[src/rtl/i2c_clknrst_seq_pkg.sv]
// ============================================================================
// i2c_clknrst_seq_pkg : shared state encoding, timing constants and clamps
// Revision: 1.0
// ============================================================================
`default_nettype none

package i2c_clknrst_seq_pkg;

    typedef enum logic [2:0] {
        OFF    = 3'd0,
        RST    = 3'd1,
        SETTLE = 3'd2,
        RUN    = 3'd3,
        DRAIN  = 3'd4
    } state_e;

    localparam int SETTLE_CYCLES = 2;
    localparam int MIN_DIV       = 2;
    localparam int MIN_LEN       = 1;

    function automatic logic [31:0] clamp_div(input logic [31:0] v);
        return (v < 32'(MIN_DIV)) ? 32'(MIN_DIV) : v;
    endfunction

    function automatic logic [31:0] clamp_len(input logic [31:0] v);
        return (v < 32'(MIN_LEN)) ? 32'(MIN_LEN) : v;
    endfunction

endpackage

`default_nettype wire

[src/rtl/i2c_clknrst_seq_div.sv]
// ============================================================================
// i2c_clknrst_seq_div : SCL half-period divider with hold/clear, registered
//                       tick and SCL level
// Revision: 1.0
// ============================================================================
`default_nettype none

module i2c_clknrst_seq_div #(
    parameter int DIV_W = 16
) (
    input  logic             clk,
    input  logic             reset,
    input  logic             en_i,
    input  logic             hold_i,
    input  logic             clear_i,
    input  logic [DIV_W-1:0] div_i,
    output logic             tick_o,
    output logic             scl_o
);
    import i2c_clknrst_seq_pkg::*;

    logic [DIV_W-1:0] cnt_q;
    logic [DIV_W-1:0] cnt_d;
    logic [DIV_W-1:0] w_eff_cnt;
    logic             tick_q;
    logic             scl_q;
    logic             stretched_q;
    logic             w_wrap;

    // After a stretch the high half restarts, so the first free cycle counts as 0.
    always_comb begin
        w_eff_cnt = stretched_q ? '0 : cnt_q;
        w_wrap    = en_i && !hold_i && (w_eff_cnt == (div_i - DIV_W'(1)));
        if (w_wrap) begin
            cnt_d = '0;
        end else if (w_eff_cnt == '1) begin
            cnt_d = w_eff_cnt;
        end else begin
            cnt_d = w_eff_cnt + DIV_W'(1);
        end
    end

    always_ff @(posedge clk) begin
        if (reset || clear_i) begin
            cnt_q       <= '0;
            tick_q      <= 1'b0;
            scl_q       <= 1'b1;
            stretched_q <= 1'b0;
        end else begin
            tick_q <= w_wrap;
            if (w_wrap) begin
                scl_q <= ~scl_q;
            end
            if (en_i) begin
                if (hold_i) begin
                    stretched_q <= 1'b1;
                end else begin
                    stretched_q <= 1'b0;
                    cnt_q       <= cnt_d;
                end
            end
        end
    end

    assign tick_o = tick_q;
    assign scl_o  = scl_q;

endmodule

`default_nettype wire

[src/rtl/i2c_clknrst_seq.sv]
// ============================================================================
// i2c_clknrst_seq : reset/settle/SCL bring-up sequencer for an I2C datapath.
// Optional clock stretching: define I2C_CLKNRST_SEQ_STRETCH_EN.
// Revision: 1.0
// ============================================================================
`default_nettype none

module i2c_clknrst_seq
    import i2c_clknrst_seq_pkg::*;
#(
    parameter int DIV_W    = 16,
    parameter int RSTLEN_W = 8
) (
    input  logic                clk,
    input  logic                reset,
    input  logic                start_i,
    input  logic                stop_i,
    input  logic                rst_req_i,
    input  logic [DIV_W-1:0]    div_i,
    input  logic [RSTLEN_W-1:0] rst_len_i,
`ifdef I2C_CLKNRST_SEQ_STRETCH_EN
    input  logic                stretch_i,
`endif
    output logic                rst_o,
    output logic                tick_o,
    output logic                scl_o,
    output logic                running_o,
    output logic                busy_o
);

    state_e              state_q;
    state_e              state_d;
    logic [DIV_W-1:0]    div_q;
    logic [DIV_W-1:0]    div_d;
    logic [RSTLEN_W-1:0] len_q;
    logic [RSTLEN_W-1:0] len_d;
    logic                rst_q;
    logic                running_q;
    logic                busy_q;

    logic                w_scl;
    logic                w_div_en;
    logic                w_div_clr;
    logic                w_hold;
    logic                w_len_last;
    logic [DIV_W-1:0]    w_div_clamped;
    logic [RSTLEN_W-1:0] w_len_clamped;

    assign w_div_clamped = DIV_W'(clamp_div(32'(div_i)));
    assign w_len_clamped = RSTLEN_W'(clamp_len(32'(rst_len_i)));
    assign w_len_last    = (len_q == '0) || (len_q == RSTLEN_W'(1));

`ifdef I2C_CLKNRST_SEQ_STRETCH_EN
    assign w_hold = stretch_i && w_scl && ((state_q == RUN) || (state_q == DRAIN));
`else
    assign w_hold = 1'b0;
`endif

    // The length counter is shared: reset hold in RST, settle window in SETTLE.
    always_comb begin
        state_d  = state_q;
        div_d    = div_q;
        len_d    = len_q;
        w_div_en = 1'b0;
        case (state_q)
            OFF: begin
                if (!stop_i && start_i) begin
                    state_d = RST;
                    div_d   = w_div_clamped;
                    len_d   = w_len_clamped;
                end
            end
            RST: begin
                if (stop_i) begin
                    state_d = OFF;
                end else if (w_len_last) begin
                    state_d = SETTLE;
                    len_d   = RSTLEN_W'(SETTLE_CYCLES);
                end else begin
                    len_d = len_q - RSTLEN_W'(1);
                end
            end
            SETTLE: begin
                if (stop_i) begin
                    state_d = OFF;
                end else if (w_len_last) begin
                    state_d  = RUN;
                    len_d    = '0;
                    w_div_en = 1'b1;
                end else begin
                    len_d = len_q - RSTLEN_W'(1);
                end
            end
            RUN: begin
                if (stop_i) begin
                    state_d  = w_scl ? OFF : DRAIN;
                    w_div_en = !w_scl;
                end else if (rst_req_i) begin
                    state_d = RST;
                    len_d   = w_len_clamped;
                end else begin
                    w_div_en = 1'b1;
                end
            end
            DRAIN: begin
                if (rst_req_i) begin
                    state_d = RST;
                    len_d   = w_len_clamped;
                end else if (w_scl) begin
                    state_d = OFF;
                end else begin
                    w_div_en = 1'b1;
                end
            end
            default: begin
                state_d = OFF;
            end
        endcase
        if (state_d == OFF) begin
            len_d = '0;
        end
    end

    // Entering OFF or RST parks SCL high and empties the divider.
    assign w_div_clr = (state_d == OFF) || (state_d == RST);

    always_ff @(posedge clk) begin
        if (reset) begin
            state_q   <= OFF;
            div_q     <= DIV_W'(MIN_DIV);
            len_q     <= '0;
            rst_q     <= 1'b1;
            running_q <= 1'b0;
            busy_q    <= 1'b0;
        end else begin
            state_q   <= state_d;
            div_q     <= div_d;
            len_q     <= len_d;
            rst_q     <= (state_d == OFF) || (state_d == RST);
            running_q <= (state_d == RUN);
            busy_q    <= (state_d != OFF);
        end
    end

    i2c_clknrst_seq_div #(
        .DIV_W (DIV_W)
    ) u_div (
        .clk     (clk),
        .reset   (reset),
        .en_i    (w_div_en),
        .hold_i  (w_hold),
        .clear_i (w_div_clr),
        .div_i   (div_q),
        .tick_o  (tick_o),
        .scl_o   (w_scl)
    );

    assign scl_o     = w_scl;
    assign rst_o     = rst_q;
    assign running_o = running_q;
    assign busy_o    = busy_q;

endmodule

`default_nettype wire

[config.mk]
export PLATFORM = sky130hd
export DESIGN_NAME = i2c_clknrst_seq
export DESIGN_NICKNAME = d
export VERILOG_FILES = /design/src/rtl/i2c_clknrst_seq_pkg.sv /design/src/rtl/i2c_clknrst_seq_div.sv /design/src/rtl/i2c_clknrst_seq.sv
export SDC_FILE = /design/constraint.sdc
export NUM_CORES = 1
export LEC_CHECK = 0
export CORE_ASPECT_RATIO = 0.75
export CORE_MARGIN = 3
export CORE_UTILIZATION = 46
export DETAILED_ROUTE_END_ITERATION = 8
export GPL_TIMING_DRIVEN = 0
export PLACE_DENSITY = 0.63
export SLEW_MARGIN = 10
export SYNTH_ARGS = -nofsm -noshare
export SYNTH_HDL_FRONTEND = slang
export SYNTH_HIERARCHICAL = 1
export SYNTH_SLANG_ARGS = --single-unit
export TNS_END_PERCENT = 100
[constraint.sdc]
create_clock -name clk -period 6.6 [get_ports clk]
set_clock_uncertainty 0.05 [all_clocks]
set_input_delay 0.66 -clock clk [delete_from_list [all_inputs] [get_ports clk]]
set_output_delay 0.66 -clock clk [all_outputs]
set_load 0.1 [all_outputs]
* Yosys cells after proc, flatten, opt, wreduce, memory -nomap -nowiden
Cells that the tools add are included.
Word-level totals: output and inout port bits 5, RAM bits 0, input bits 29, bits in read-only memories 0, memories kept 0, flip-flop bits (word level) 48, latch bits 0
Operators by class: muxes and demuxes 30, order comparisons 2, add/subtract/negate cells 3, $mul 0, div/mod/pow operators 0, shift operators 0, equality and inequality tests 14, bitwise gates (word level) 1, reductions and logical operators 16
Operator list (number):
- 2-to-1 mux 8 bit | 8
- 2-to-1 mux 16 bit | 3
- one-hot mux 8 bit (5 select lines) | 1
- 2-to-1 mux 3 bit | 10
- adder 16 x 1 -> 16 bit (second input constant) | 1
- == test 16 bit | 1
- == test 16 bit (second input constant) | 1
- < comparator 16 x 2 -> 1 bit (second input constant) | 1
- subtractor 16 x 1 -> 16 bit (second input constant) | 1
- one-hot mux 3 bit (5 select lines) | 1
- == test 3 x 2 -> 1 bit (second input constant) | 3
- == test 8 x 1 -> 1 bit (second input constant) | 1
- logical NOT 8 bit | 1
- < comparator 8 x 1 -> 1 bit (second input constant) | 1
- != test 2 bit (second input constant) | 4
- subtractor 8 x 1 -> 8 bit (second input constant) | 1
- == test 3 x 1 -> 1 bit (second input constant) | 2
- logical NOT 3 bit | 2
- 2-to-1 mux 1 bit | 6
- AND reduction 5 bit | 1
- nonzero test 5 bit | 1
- AND reduction 2 bit | 2
- == test 3 bit (second input constant) | 1
- logical OR 1 bit | 3
- other kinds (7) | 9

* Logic depth before layout (Yosys ltp)
Gate-level depths: netlist of run 1.
word-level depth 8, gate-level depth with buffers 14, mapped depth without buffers 11

* By module
The synthesis of run 1 kept the hierarchy.
Modules (own cells, without submodules):
- i2c_clknrst_seq_div | cells an instance 253, area each 1890.6 um^2, instances 1
- i2c_clknrst_seq | cells an instance 204, area each 1647.8 um^2, instances 1

* Worst setup path after synthesis of run 1
No wires, ideal clock.
path type input port to flip-flop, from input port stop_i, to register u_div.cnt_q[12], buffers on the path 3, setup time 117 ps, path slack 3522 ps, stages 12, data arrival time 2911 ps, cells stage by stage clkbuf_1 > nor4b_1 > nand4_1 > o211ai_1 > nand2b_1 > clkbuf_1 > nor4_1 > nand3_1 > nor4_4 > buf_6 > nor4b_1 > o22a_1
RTL lines:
- start, declared | RTL line i2c_clknrst_seq.sv:17 | input logic stop_i,
- 2-to-1 mux 1 bit, on equally long branches | RTL line i2c_clknrst_seq.sv:95, i2c_clknrst_seq.sv:84
- one-hot mux 1 bit (3 select lines) (*) | RTL line i2c_clknrst_seq.sv:65 | case (state_q)
- net w_div_en | RTL line i2c_clknrst_seq.sv:42 | logic w_div_en;
- logical AND 1 bit | RTL line i2c_clknrst_seq_div.sv:33 | w_wrap = en_i && !hold_i && (w_eff_cnt == (div_i - DIV_W'(1)));
- != test 2 x 1 -> 1 bit (no line)
- AND reduction 2 bit (no line)
- end signal, assigned | RTL line i2c_clknrst_seq_div.sv:59 | cnt_q <= cnt_d;
- end, declared | RTL line i2c_clknrst_seq_div.sv:22 | logic [DIV_W-1:0] cnt_q;
The timed path passes the listed nets; every way through them passes the cells marked *. A chain may end at the register's enable or synchronous reset.

* Worst setup path in the final report of run 1
from input port rst_req_i, to register u_div.cnt_q[12]
On the way: longest elaborated chain between the ends 6
Ends and longest elaborated chain:
- start, declared | RTL line i2c_clknrst_seq.sv:18 | input logic rst_req_i,
- 2-to-1 mux 1 bit | RTL line i2c_clknrst_seq.sv:98 | end else if (rst_req_i) begin
- 2-to-1 mux 1 bit | RTL line i2c_clknrst_seq.sv:95 | if (stop_i) begin
- one-hot mux 1 bit (3 select lines) (*) | RTL line i2c_clknrst_seq.sv:65
- net w_div_en | RTL line i2c_clknrst_seq.sv:42
- logical AND 1 bit | RTL line i2c_clknrst_seq_div.sv:33
- != test 2 x 1 -> 1 bit (no line)
- AND reduction 2 bit (no line)
Marks and branches as above.

==> results of run 1 <==
-- layer usage --
metal | wire length (µm) | track usage
met1 | 4627 | 0.3276
met2 | 3827 | 0.3346
met3 | 553 | 0.03535
met4 | 90 | 0.03576
met5 | 0 | 0
-- cell type report --
class,instances,area (µm²)
buffer,29,147.6
clock buffer,5,68.82
clock inverter,3,26.28
fill,737,3314
inverter,11,41.29
multi-input combinational,369,2372
sequential,49,980.9
tap,101,126.4
timing repair buffer,32,320.3
-- where the power goes --
part	switching [mW]	total [mW]	internal [mW]
Combinational	0.0640	0.116	0.0518
Sequential	0.00990	0.313	0.303
Clock	0.114	0.193	0.0789
Total	0.188	0.622	0.433
-- worst min path at each step --
| stage | cells after the start | slack [ps] | startpoint | endpoint |
|---|---|---|---|---|
| 3_5_place_dp | 2 | 420 | u_div/cnt_q[1]$_SDFFE_PP0P_ | u_div/cnt_q[1]$_SDFFE_PP0P_ |
| 4_1_cts | 2 | 430 | div_q[10]$_SDFFE_PP0P_ | div_q[10]$_SDFFE_PP0P_ |
| 2_1_floorplan | 2 | 390 | div_q[10]$_SDFFE_PP0P_ | div_q[10]$_SDFFE_PP0P_ |
| 6_report | 2 | 430 | div_q[10]$_SDFFE_PP0P_ | div_q[10]$_SDFFE_PP0P_ |
| 5_1_grt | 2 | 450 | div_q[13]$_SDFFE_PP0P_ | div_q[13]$_SDFFE_PP0P_ |
| 3_3_place_gp | 2 | 410 | div_q[10]$_SDFFE_PP0P_ | div_q[10]$_SDFFE_PP0P_ |
-- kinds of logic after synthesis --
logic type,count (synthesis)
simple gates,222
xor+xnor,27
fa+ha+maj,4
buf+inv,40
mux,7
compound gates,107
flops,49
other cells,1
-- per-stage QoR --
| stage | instance area [µm²] | utilization | total power, mW | hold slack (ps) |
|---|---|---|---|---|
| global route | 4084 | 0.5520 | 0.6569 | 451.8 |
| CTS | 4084 | 0.5520 | 0.6301 | 434.4 |
| global placement | 3989 | 0.5392 | 0.4336 | 408.7 |
| detailed placement | 3989 | 0.5392 | 0.4342 | 416.7 |
| finish | 4084 | 0.5520 | 0.6218 | 429.1 |
| floorplan | 3542 | - | 0.3955 | 385.1 |
-- state kept, by name, indices dropped and copies added (netlist names) --
signal             flops
u_div/scl_o            1
len_q                  8
u_div/cnt_q           16
u_div/stretched_q      1
rst_o                  1
state_q                3
busy_o                 1
u_div/tick_o           1
running_o              1
div_q                 16
-- Yosys cell counts (3+ instances only) --
master / instances / area (µm²)
buf_2: 6 / 30.03
nor4_1: 12 / 75.07
nand4_1: 13 / 81.33
nand2b_1: 8 / 50.05
xor2_1: 7 / 61.31
o41ai_1: 3 / 26.28
nand3b_1: 3 / 22.52
clkbuf_1: 19 / 71.32
nor2b_1: 17 / 106.4
dfxtp_1: 49 / 980.9
a21oi_2: 6 / 52.55
a21oi_1: 30 / 150.1
o21ai_1: 3 / 15.01
or3_1: 5 / 31.28
nor4b_1: 4 / 35.03
mux2i_1: 6 / 60.06
xnor2_1: 19 / 166.4
o21ai_0: 19 / 95.09
ha_1: 4 / 50.05
a21o_1: 8 / 60.06
a211oi_1: 5 / 37.54
o211ai_1: 4 / 30.03
nor2_1: 33 / 123.9
and2_1: 3 / 18.77
or2_1: 3 / 18.77
nand3_1: 18 / 90.09
a31oi_1: 3 / 18.77
and3_1: 5 / 31.28
inv_1: 9 / 33.78
or4_1: 6 / 45.04
nand2_1: 61 / 229.0
nor3_1: 14 / 70.07
-- tightest hold or removal path, stage by stage, from the launching register on --
cell and delay [ps]:
dfxtp_1 330, nand2_1 60, a21oi_1 60
==> run_results.csv, run 1 <==
group,metric,value,unit
worst_setup_path,startpoint,"rst_req_i",
clock_network,postCtsHoldBufs,0,
logic_synthesis,synth_xor_area_frac,0.07072,
worst_setup_path,critPathSlowestCell,"nor4_4",
worst_setup_path,crit_path_end,"u_div/cnt_q[12]$_SDFFE_PP0P_",
routing,ant_nets,0,
logic_synthesis,synthMuxAreaShare,0.02016,
timing,setup_viol,0,
clock_network,clk_pin_slew,100,ps
routing,drt_iter0_markers,244,
grt,gr-usage-all-layers,0.2189,
worst_hold_path,hp-class,"reg -> reg",
logic_synthesis,synth_edf_count,0,
floorplan,io_pins,34,
clock_network,cts_htree_levels,2,
placement,placed_cells,591,
placement,place_ws,2537,ps
floorplan,num_rows,27,
timing,fin_crit_sh,0.5715,
routing,viasPerCell,5.790,
layout,layout_common_cells,"nand2_1, dfxtp_1, nor2_1",
floorplan,die_h,81.96,µm
grt,grt_pass1_vias,3143,
routing,drc,0,
logic_synthesis,synth_area,3538,µm²
worst_setup_path,critPathKind,"in -> reg",
logic_synthesis,avgSynthCellArea,7.743,µm²
logic_synthesis,synth_fa_ha_area_frac,0.01414,
worst_setup_path,cp-end-kind,"register",
layout,drive_gt1_frac,0.08835,
grt,overflow,0,
logic_synthesis,synth-seq-area-share,0.2772,
timing,min_period,3772,ps
clock_network,clockBufferDepth,2,
routing,drtPass1Iterations,5,
logic_synthesis,synth-compound-area-share,0.2136,
power,p_leak,1.376,nW
logic_synthesis,yosys_warnings,6,
placement,gp_congestion,0.8979,
routing,wl_per_cell,15.19,µm
worst_setup_path,ff2ff_path_depth,14,
timing,drv_slew,0,
clock_network,cts_tree,"built",
logic_synthesis,synth_ff_type,"dfxtp_1",
grt,grt_antenna_before_repair,0,
layout,nets,530,
floorplan,dieArea,8791,µm²
worst_setup_path,worst_r2r_startpoint,"len_q[0]$_SDFFE_PP0P_",
run,max_cap_violations,0,
clock_network,clock-sinks,49,
logic_synthesis,yosysUniqueCellTypes,72,
floorplan,die_w,107.3,µm
timing,hold_viol_final,0,
clock_network,ctsResizeCount,0,
timing,rsz0062_at_grt,"false",
routing,wl,9099,µm
layout,area_delta_synth_final,15.42,%
timing,totalNegativeSetupSlack,0,ps
timing,final.setup.worst_slack,2828,ps
clock_network,post_cts.repair.setup_buffers,0,
logic_synthesis,synth_simple_gate_area_share,0.3497,
worst_setup_path,crit_buf_inv,3,
worst_setup_path,cp_num_cells,11,
worst_setup_path,cp_cell_sequence,"clkdlybuf4s50_1 -> or4b_1 -> o211ai_1 -> nand2b_1 -> clkbuf_1 -> nor4_1 -> nand3_1 -> nor4_4 -> buf_6 -> nor4b_1 -> o22a_1",
floorplan,core,7398,µm²
logic_synthesis,synth_top_family_by_area,"simple AND/OR/NAND/NOR gates",
clock_network,root_buffer,"clkbuf_8",
clock_network,clock_latency,320,ps
power,power_density,152.2,nW/µm²
worst_setup_path,rr_endpoint,"u_div/cnt_q[12]$_SDFFE_PP0P_",
layout,diodes,0,
layout,final_cells,599,
worst_setup_path,crit_fanout,10,
logic_synthesis,synth_cells,457,
timing,relSlewSlack,0.3104,
logic_synthesis,synth_seq_cells,49,
timing,clock.fmax,265.1,MHz
worst_setup_path,cpLargestDelayFamily,"simple AND/OR/NAND/NOR gates",
placement,port_buffers,32,
logic_synthesis,async_flop_share,0,
placement,dp.final_hpwl,7100,µm
worst_setup_path,cp-start-kind,"primary input",
timing,worstMarginPinSlew,1021,ps
worst_setup_path,r2r_slack,2980,ps
power,ir_worst_vdd,0.08071,mV
outcome,status,"complete, no violations",
routing,vias,3468,
floorplan,initial_core_util,0.4783,
worst_setup_path,max_stage_delay,630,ps
clock_network,cts_buffers,5,
layout,layout_commonest_cell,"nand2_1",
worst_setup_path,worstPathArrival,3940,ps
grt,grt_max_degree,19,
grt,grt_pass1_wl,15530,µm
worst_setup_path,cp.required,6770,ps
(Power assumes the default switching activity.)
==> run 2: changes to the inputs <==
==> constraint.sdc (replaced) <==
create_clock -name clk -period 3.75 [get_ports clk]
set_clock_uncertainty 0.05 [all_clocks]
set_input_delay 0.375 -clock clk [delete_from_list [all_inputs] [get_ports clk]]
set_output_delay 0.375 -clock clk [all_outputs]
set_load 0.1 [all_outputs]
==> run 2 against run 1 <==
  * Die area unchanged
  * Power is 76% higher
  * Sequential share of layout area stayed put
  * Critical path depth up 3
  * Non-clock buffer count unchanged
  * Worst hold slack about the same
  * Register-to-register slack lost 2700 ps
  * Combinational power is 76% higher
  * Largest power group unchanged
  * Critical endpoint unchanged
  * Clock-buffer cell count did not move
  * Highest routed layer unchanged
  * Final cell count is the same
  * Worst setup slack worse by 2500 ps
==> run_results.csv, run 2 (same netlist as run 1, synthesis figures left out) <==
group,metric,value,unit
grt,grt_pass1_wl,15530,µm
routing,wl,9162,µm
worst_setup_path,critPathSlowestCell,"nor4_4",
placement,placed_area,3989,µm²
layout,area_delta_synth_final,15.42,%
clock_network,postCtsHoldBufs,0,
worst_setup_path,crit_buf_inv,4,
clock_network,ctsResizeCount,0,
grt,grt_use_met3,0.03535,
clock_network,post_cts.repair.setup_buffers,0,
worst_hold_path,hp-class,"reg -> reg",
placement,place_ws,-28.12,ps
clock_network,clock-sinks,49,
run,max_cap_violations,0,
placement,dp.final_hpwl,7100,µm
floorplan,core,7398,µm²
clock_network,cts_buffers,5,
grt,met2_usage,0.3346,
timing,hold_viol_final,0,
power,switching_share,0.3034,
power,p_leak,1.376,nW
clock_network,root_buffer,"clkbuf_8",
grt,overflow,0,
timing,relSlewSlack,0.3233,
grt,use_met1,0.3276,
clock_network,clk_pin_slew,100,ps
layout,reg_top3,"div_q x16, u_div/cnt_q x16, len_q x8",
layout,layout_commonest_cell,"nand2_1",
layout,design_area,4084,µm²
floorplan,num_rows,27,
routing,drc,0,
layout,drive_gt1_frac,0.08835,
layout,nFillCells,737,
floorplan,initial_core_util,0.4783,
worst_setup_path,ff2ff_path_depth,14,
timing,setup_viol,0,
layout,multi_input_area,2372,µm²
timing,final.setup.worst_slack,288.8,ps
placement,port_buffers,32,
worst_setup_path,crit_fanout,10,
outcome,status,"complete, no violations",
floorplan,die_h,81.96,µm
worst_setup_path,worstPathArrival,3630,ps
power,seq_power_share,0.502,
grt,grt_busiest_layer,"met2",
floorplan,die_w,107.3,µm
worst_hold_path,min_from,"div_q[10]$_SDFFE_PP0P_",
timing,clock.fmax,288.9,MHz
worst_setup_path,crit_top_cell,"clkbuf_1",
worst_setup_path,critPathKind,"reg -> reg",
floorplan,io_pins,34,
worst_setup_path,cpLargestDelayFamily,"simple AND/OR/NAND/NOR gates",
worst_setup_path,max_stage_delay,490,ps
power,combPwrFrac,0.187,
power,power_density,268.2,nW/µm²
placement,gp_congestion,0.8979,
timing,worstMarginPinSlew,1002,ps
grt,grt_antenna_before_repair,0,
clock_network,cts_htree_levels,2,
layout,nets,530,
worst_setup_path,worst_r2r_startpoint,"len_q[0]$_SDFFE_PP0P_",
routing,ant_nets,0,
grt,gr-usage-all-layers,0.2189,
power,switchingPower,332.3,µW
power,ir_worst_vdd,0.1417,mV
timing,drv_slew,0,
power,internal_power,762.8,µW
clock_network,clock_latency,320,ps
timing,fin_crit_sh,0.9230,
routing,drt_iter0_markers,225,
clock_network,cts_tree,"built",
worst_setup_path,startpoint,"len_q[0]$_SDFFE_PP0P_",
timing,min_period,3461,ps
grt,grt_pass1_vias,3143,
worst_setup_path,cp-start-kind,"register",
layout,diodes,0,
routing,wl_per_cell,15.30,µm
layout,ff_latch_area,980.9,µm²
floorplan,dieArea,8791,µm²
power,finalPower,1.095,mW
timing,rsz0062_at_grt,"false",
worst_setup_path,cp-end-kind,"register",
power,clockPowerShare,0.311,
routing,viasPerCell,5.785,
clock_network,clockBufferDepth,2,
worst_setup_path,cp.required,3920,ps
worst_hold_path,whs_path_depth,2,
routing,drtPass1Iterations,5,
worst_setup_path,cp_num_cells,14,
worst_setup_path,cp_cell_sequence,"inv_1 -> ha_1 -> clkbuf_1 -> or2_1 -> nand4_1 -> o211ai_1 -> nand2b_1 -> clkbuf_1 -> nor4_1 -> nand3_1 -> nor4_4 -> buf_6 -> nor4b_1 -> o22a_1",
layout,layout_common_cells,"nand2_1, dfxtp_1, nor2_1",
grt,grt_max_degree,19,
timing,totalNegativeSetupSlack,0,ps
routing,vias,3465,
-- run 2: cell counts in the layout (fill, tap and decap cells not counted) --
Identical to the previous run, type by type.
-- run 2: worst paths after layout --
kind / slack, ps / to
setup / recovery: 290 / u_div/cnt_q[12]$_SDFFE_PP0P_
hold / removal: 430 / div_q[10]$_SDFFE_PP0P_
setup reg to reg: 290 / u_div/cnt_q[12]$_SDFFE_PP0P_
hold reg to reg: 430 / div_q[10]$_SDFFE_PP0P_
-- run 2: area by class of cell --
type / count / share of cell area
timing repair buffer: 32 / 0.07843
multi-input combinational: 369 / 0.5809
buffer: 29 / 0.03615
inverter: 11 / 0.01011
clock buffer: 5 / 0.01685
clock inverter: 3 / 0.006434
sequential: 49 / 0.2402
tap: 101 / 0.03094
-- run 2: per-layer routing --
| metal | vias to the layer above | part of all wire |
|---|---|---|
| li1 | 1743 | - |
| met3 | 12 | 0.060 |
| met2 | 104 | 0.42 |
| met4 | 0 | 0.0083 |
| met1 | 1606 | 0.51 |
| met5 | - | 0 |
-- run 2: worst register-to-register path, stage by stage, from the launching register on --
cell and delay, ps:
dfxtp_1 360, inv_1 100, ha_1 150, clkbuf_1 300
or2_1 200, nand4_1 180, o211ai_1 230, nand2b_1 90
clkbuf_1 220, nor4_1 310, nand3_1 200, nor4_4 490
buf_6 240, nor4b_1 70, o22a_1 180
-- run 2: power by group through the flow --
stage	Sequential (mW)	Clock [mW]	Combinational (mW)
finish	0.550	0.341	0.204
global route	0.553	0.378	0.225
global placement	0.562	0	0.201
detailed placement	0.562	0	0.202
CTS	0.550	0.356	0.203
floorplan	0.567	0	0.130
-- run 2: per-stage QoR --
step / instances / util / hold WS [ps]
after detailed placement: 591 / 0.5392 / 416.7
final: 599 / 0.5520 / 428.9
after global placement: 591 / 0.5392 / 408.7
after CTS: 599 / 0.5520 / 434.4
after global routing: 599 / 0.5520 / 451.8
after floorplan: 458 / - / 385.1
==> run 3: changes to the inputs <==
--- a/config.mk
+++ b/config.mk
@@ -11,7 +11,6 @@
 export DETAILED_ROUTE_END_ITERATION = 8
 export GPL_TIMING_DRIVEN = 0
 export PLACE_DENSITY = 0.63
-export SLEW_MARGIN = 10
 export SYNTH_ARGS = -nofsm -noshare
 export SYNTH_HDL_FRONTEND = slang
 export SYNTH_HIERARCHICAL = 1
==> results of run 3 <==
Same layout as run 2: the final DEF is identical, and so are final timing and power.
==> edit 1: new RTL, settings of run 3 <==
Re-encode `state_e` (5 states) as one-hot, 5 bits wide.
--- a/src/rtl/i2c_clknrst_seq_pkg.sv
+++ b/src/rtl/i2c_clknrst_seq_pkg.sv
@@ -8,8 +8,8 @@
 
-    typedef enum logic [2:0] {
-        OFF    = 3'd0,
-        RST    = 3'd1,
-        SETTLE = 3'd2,
-        RUN    = 3'd3,
-        DRAIN  = 3'd4
+    typedef enum logic [4:0] {
+        OFF    = 5'b00001,
+        RST    = 5'b00010,
+        SETTLE = 5'b00100,
+        RUN    = 5'b01000,
+        DRAIN  = 5'b10000
     } state_e;
Behaviour: no difference found for any inputs over 10 cycles, from zero or initial values and one cycle with reset high; not proved beyond that.
==> edit 1 against run 3 <==
  * Worst setup slack lost 56 ps
  * Combinational power down 7%
  * Power up 12%
  * Sequential share of layout area shrank 0.19 points
  * Clock power increased by 36%
  * Largest cell class unchanged
  * Final area grew 4.9%
  * Synthesized area increased by 3.2%
  * Sequential cell count grew 2
  * Routed wire length is 4.1% higher
==> edit 1: results (changes against run 3) <==
status=complete, no violations (unchanged); vias in the first global route=3,084 (was 3,143); Final Net Count=520 (was 530); count of cells along the worst register-to-register path=13 (was 14); maximum cell stage delay along the critical path=590 ps (was 490 ps); cell types with the largest area share after synthesis=sky130_fd_sc_hd__dfxtp_1 (28%), sky130_fd_sc_hd__mux2i_1 (5.2%), sky130_fd_sc_hd__xnor2_1 (4.6%) (was sky130_fd_sc_hd__dfxtp_1 (28%), sky130_fd_sc_hd__nand2_1 (6.5%), sky130_fd_sc_hd__xnor2_1 (4.7%)); dpl ws=-215.2 ps (was -28.12 ps); initial DRC count=274 (was 225); instance area after placement=4111 µm² (was 3989 µm²); Min Clock Period, post-route=3517 ps (was 3461 ps); buffer type at the clock tree root=sky130_fd_sc_hd__clkbuf_8 (unchanged); leading cell types by count after synthesis=sky130_fd_sc_hd__dfxtp_1 (51), sky130_fd_sc_hd__nor2_1 (44), sky130_fd_sc_hd__nand2_1 (28), sky130_fd_sc_hd__o21ai_0 (21) (was sky130_fd_sc_hd__nand2_1 (61), sky130_fd_sc_hd__dfxtp_1 (49), sky130_fd_sc_hd__nor2_1 (33), sky130_fd_sc_hd__a21oi_1 (30)); Port Buffers=33 (was 32); P_sw=0.0003112 W (was 0.0003323 W); leakage=1.570 nW (was 1.376 nW); post-synthesis cell count=442 (was 457); cell with the largest stage delay on the worst path=sky130_fd_sc_hd__or4_4 (was sky130_fd_sc_hd__nor4_4); arrival time at the worst endpoint=3680 ps (was 3630 ps); critical register-to-register path startpoint=len_q[4] (was len_q[0]); overall fraction of global-route tracks in use=0.2139 (was 0.2189); proportion of layout cells with a drive suffix above 1=0.1107 (was 0.08835); total instance count after detailed placement=577 (was 591); power share of the clock group=0.379 (was 0.311); final routed wire length divided by cell count=16.19 µm (was 15.30 µm); Peak supply drop=0.1471 mV (was 0.1417 mV); Cell Pwr Density=285.3 nW/µm² (was 268.2 nW/µm²); pin count of the biggest net entering global routing=17 (was 19); actual slew at the worst max-slew pin=975.5 ps (was 1002 ps); average via count per standard cell=5.873 (was 5.785); Pre-Repair DR Iteration Count=4 (was 5); register bit total from synthesis=51 (was 49); library cells used by synthesis=75 (was 72); Placer Congestion=0.9032 (was 0.8979); r2r setup slk=230 ps (was 290 ps); sequential element share of the synthesized area=0.2796 (was 0.2772); clock buffers created by TritonCTS=5 (unchanged); fin cells=589 (was 599); first-pass GRT wire length=15.65 mm (was 15.53 mm); proportion of power drawn by combinational gates=0.155 (was 0.187); dpl hpwl=7.146 mm (was 7.100 mm)
==> edit 1: cell families after synthesis <==
group / count (synthesis) / synth area share
simple gates: 210 / 0.3420
compound gates: 91 / 0.1803
flops: 51 / 0.2796
buf+inv: 37 / 0.05655
xor+xnor: 27 / 0.06854
mux: 21 / 0.05826
fa+ha+maj: 4 / 0.01371
other cells: 1 / 0.001027
==> edit 1: layout make-up <==
class / count / area [µm²]
well taps: 101 / 126.4
flip-flops and latches: 51 / 1021
inverters: 11 / 41.29
fillers: 669 / 3249
clock inverters: 3 / 67.56
plain buffers: 26 / 165.2
repair buffers: 37 / 360.3
clock buffers: 5 / 68.82
multi-input cells: 355 / 2434
==> edit 1: worst min-delay path by stage <==
stage / end / slack [ps] / cells past startpoint / start
floorplan: u_div/cnt_q[1] / 390 / 2 / u_div/cnt_q[1]
global placement: u_div/cnt_q[1] / 410 / 2 / u_div/cnt_q[1]
detailed placement: u_div/cnt_q[1] / 430 / 2 / u_div/cnt_q[1]
CTS: u_div/cnt_q[1] / 440 / 2 / u_div/cnt_q[1]
global route: len_q[7] / 480 / 2 / len_q[7]
finish: u_div/cnt_q[1] / 440 / 2 / u_div/cnt_q[1]
==> edit 1: per-layer routing <==
metal  vias to the layer above  part of all wire  global-route usage  wire length [µm]
met5                         -                 0                   0                 0
li1                       1727                 -                   -                 -
met3                         5             0.069             0.03730               659
met2                       120              0.40              0.2943              3808
met4                         0            0.0062             0.04243                59
met1                      1607              0.53              0.3418              5008
==> edit 1: timing repair <==
item                                    4_1_cts  5_1_grt
endpoints found under the setup margin       17       17
gates cloned                                  0        0
setup buffers                                 1        3
pin swaps                                     2        1
hold buffers                                  0        0
resized for setup                             0        3
==> edit 2: new RTL, flow settings as in run 3 <==
Without the edit above. The parameter `RSTLEN_W` goes from 8 to 6.
--- a/src/rtl/i2c_clknrst_seq.sv
+++ b/src/rtl/i2c_clknrst_seq.sv
@@ -11,3 +11,3 @@
     parameter int DIV_W    = 16,
-    parameter int RSTLEN_W = 8
+    parameter int RSTLEN_W = 6
 ) (
Ports: changed (resized rst_len_i); port bits go from 34 to 32. No check against the original RTL was run, so the function may have changed too.
==> edit 2 against run 3 <==
  * Final area shrank 6.2%
  * Synthesized area shrank 7.3%
  * Routed wire length shrank 2.9%
  * Sequential cell count shrank 2
  * Final cell count shrank 5.8%
  * Via count shrank 6.3%
  * Power shrank 0.21%
  * Highest routed layer unchanged
  * Worst setup slack lost 10 ps
==> edit 2: results (changes against run 3) <==
Peak supply drop=0.1385 mV (was 0.1417 mV); register bit total from synthesis=47 (was 49); pin count of the biggest net entering global routing=16 (was 19); area occupied by multi-input gates=2200 µm² (was 2372 µm²); met2 Usage GRT=0.3314 (was 0.3346); worst rel slew slack=0.3460 (was 0.3233); met2 layer wire length in the routed design=3.627 mm (was 3.858 mm); area added between synthesis and finish=16.79% (was 15.42%); leakage=1.344 nW (was 1.376 nW); Internal Power=0.0007893 W (was 0.0007628 W); M1 wire length=4.463 mm (was 4.673 mm); Via Count=3,247 (was 3,465); dpl ws=-81.33 ps (was -28.12 ps); total instance count after detailed placement=556 (was 591); met3 usage=0.05356 (was 0.03535); Final Net Count=500 (was 530); post-synthesis cell count=430 (was 457); die span in x=103.5 µm (was 107.3 µm); clock network power=0.000387 W (was 0.000341 W); power share of the clock group=0.354 (was 0.311); count of cells along the worst register-to-register path=12 (was 14); dpl hpwl=6.838 mm (was 7.100 mm); status=complete, no violations (unchanged); met3 wire length=737 µm (was 553 µm); cell types with the largest area share after synthesis=sky130_fd_sc_hd__dfxtp_1 (29%), sky130_fd_sc_hd__nand2_1 (7.0%), sky130_fd_sc_hd__a21oi_1 (5.0%) (was sky130_fd_sc_hd__dfxtp_1 (28%), sky130_fd_sc_hd__nand2_1 (6.5%), sky130_fd_sc_hd__xnor2_1 (4.7%))
## edit 2: path summary, 6_finish.rpt
kind,slack (ps),startpoint,end
max,280,rst_req_i,u_div/cnt_q[12]
min,410,div_q[13],div_q[13]
max reg2reg,300,len_q[2],u_div/cnt_q[12]
min reg2reg,410,div_q[13],div_q[13]
## edit 2: repair_timing
item / in CTS / in global routing
setup endpoints to repair: 0 / 17
hold buffers: 0 / 0
resized for setup: 0 / 1
## edit 2: worst max-delay path: stages
cell and delay (ps):
sky130_fd_sc_hd__clkdlybuf4s50_1 470, sky130_fd_sc_hd__or4b_1 500, sky130_fd_sc_hd__a21oi_1 290, sky130_fd_sc_hd__a31o_2 200, sky130_fd_sc_hd__nand2b_1 70, sky130_fd_sc_hd__clkbuf_1 240, sky130_fd_sc_hd__nor4_1 340, sky130_fd_sc_hd__nand3_1 220
sky130_fd_sc_hd__nor4_4 450, sky130_fd_sc_hd__buf_6 240, sky130_fd_sc_hd__nor4b_1 70, sky130_fd_sc_hd__o22a_1 180
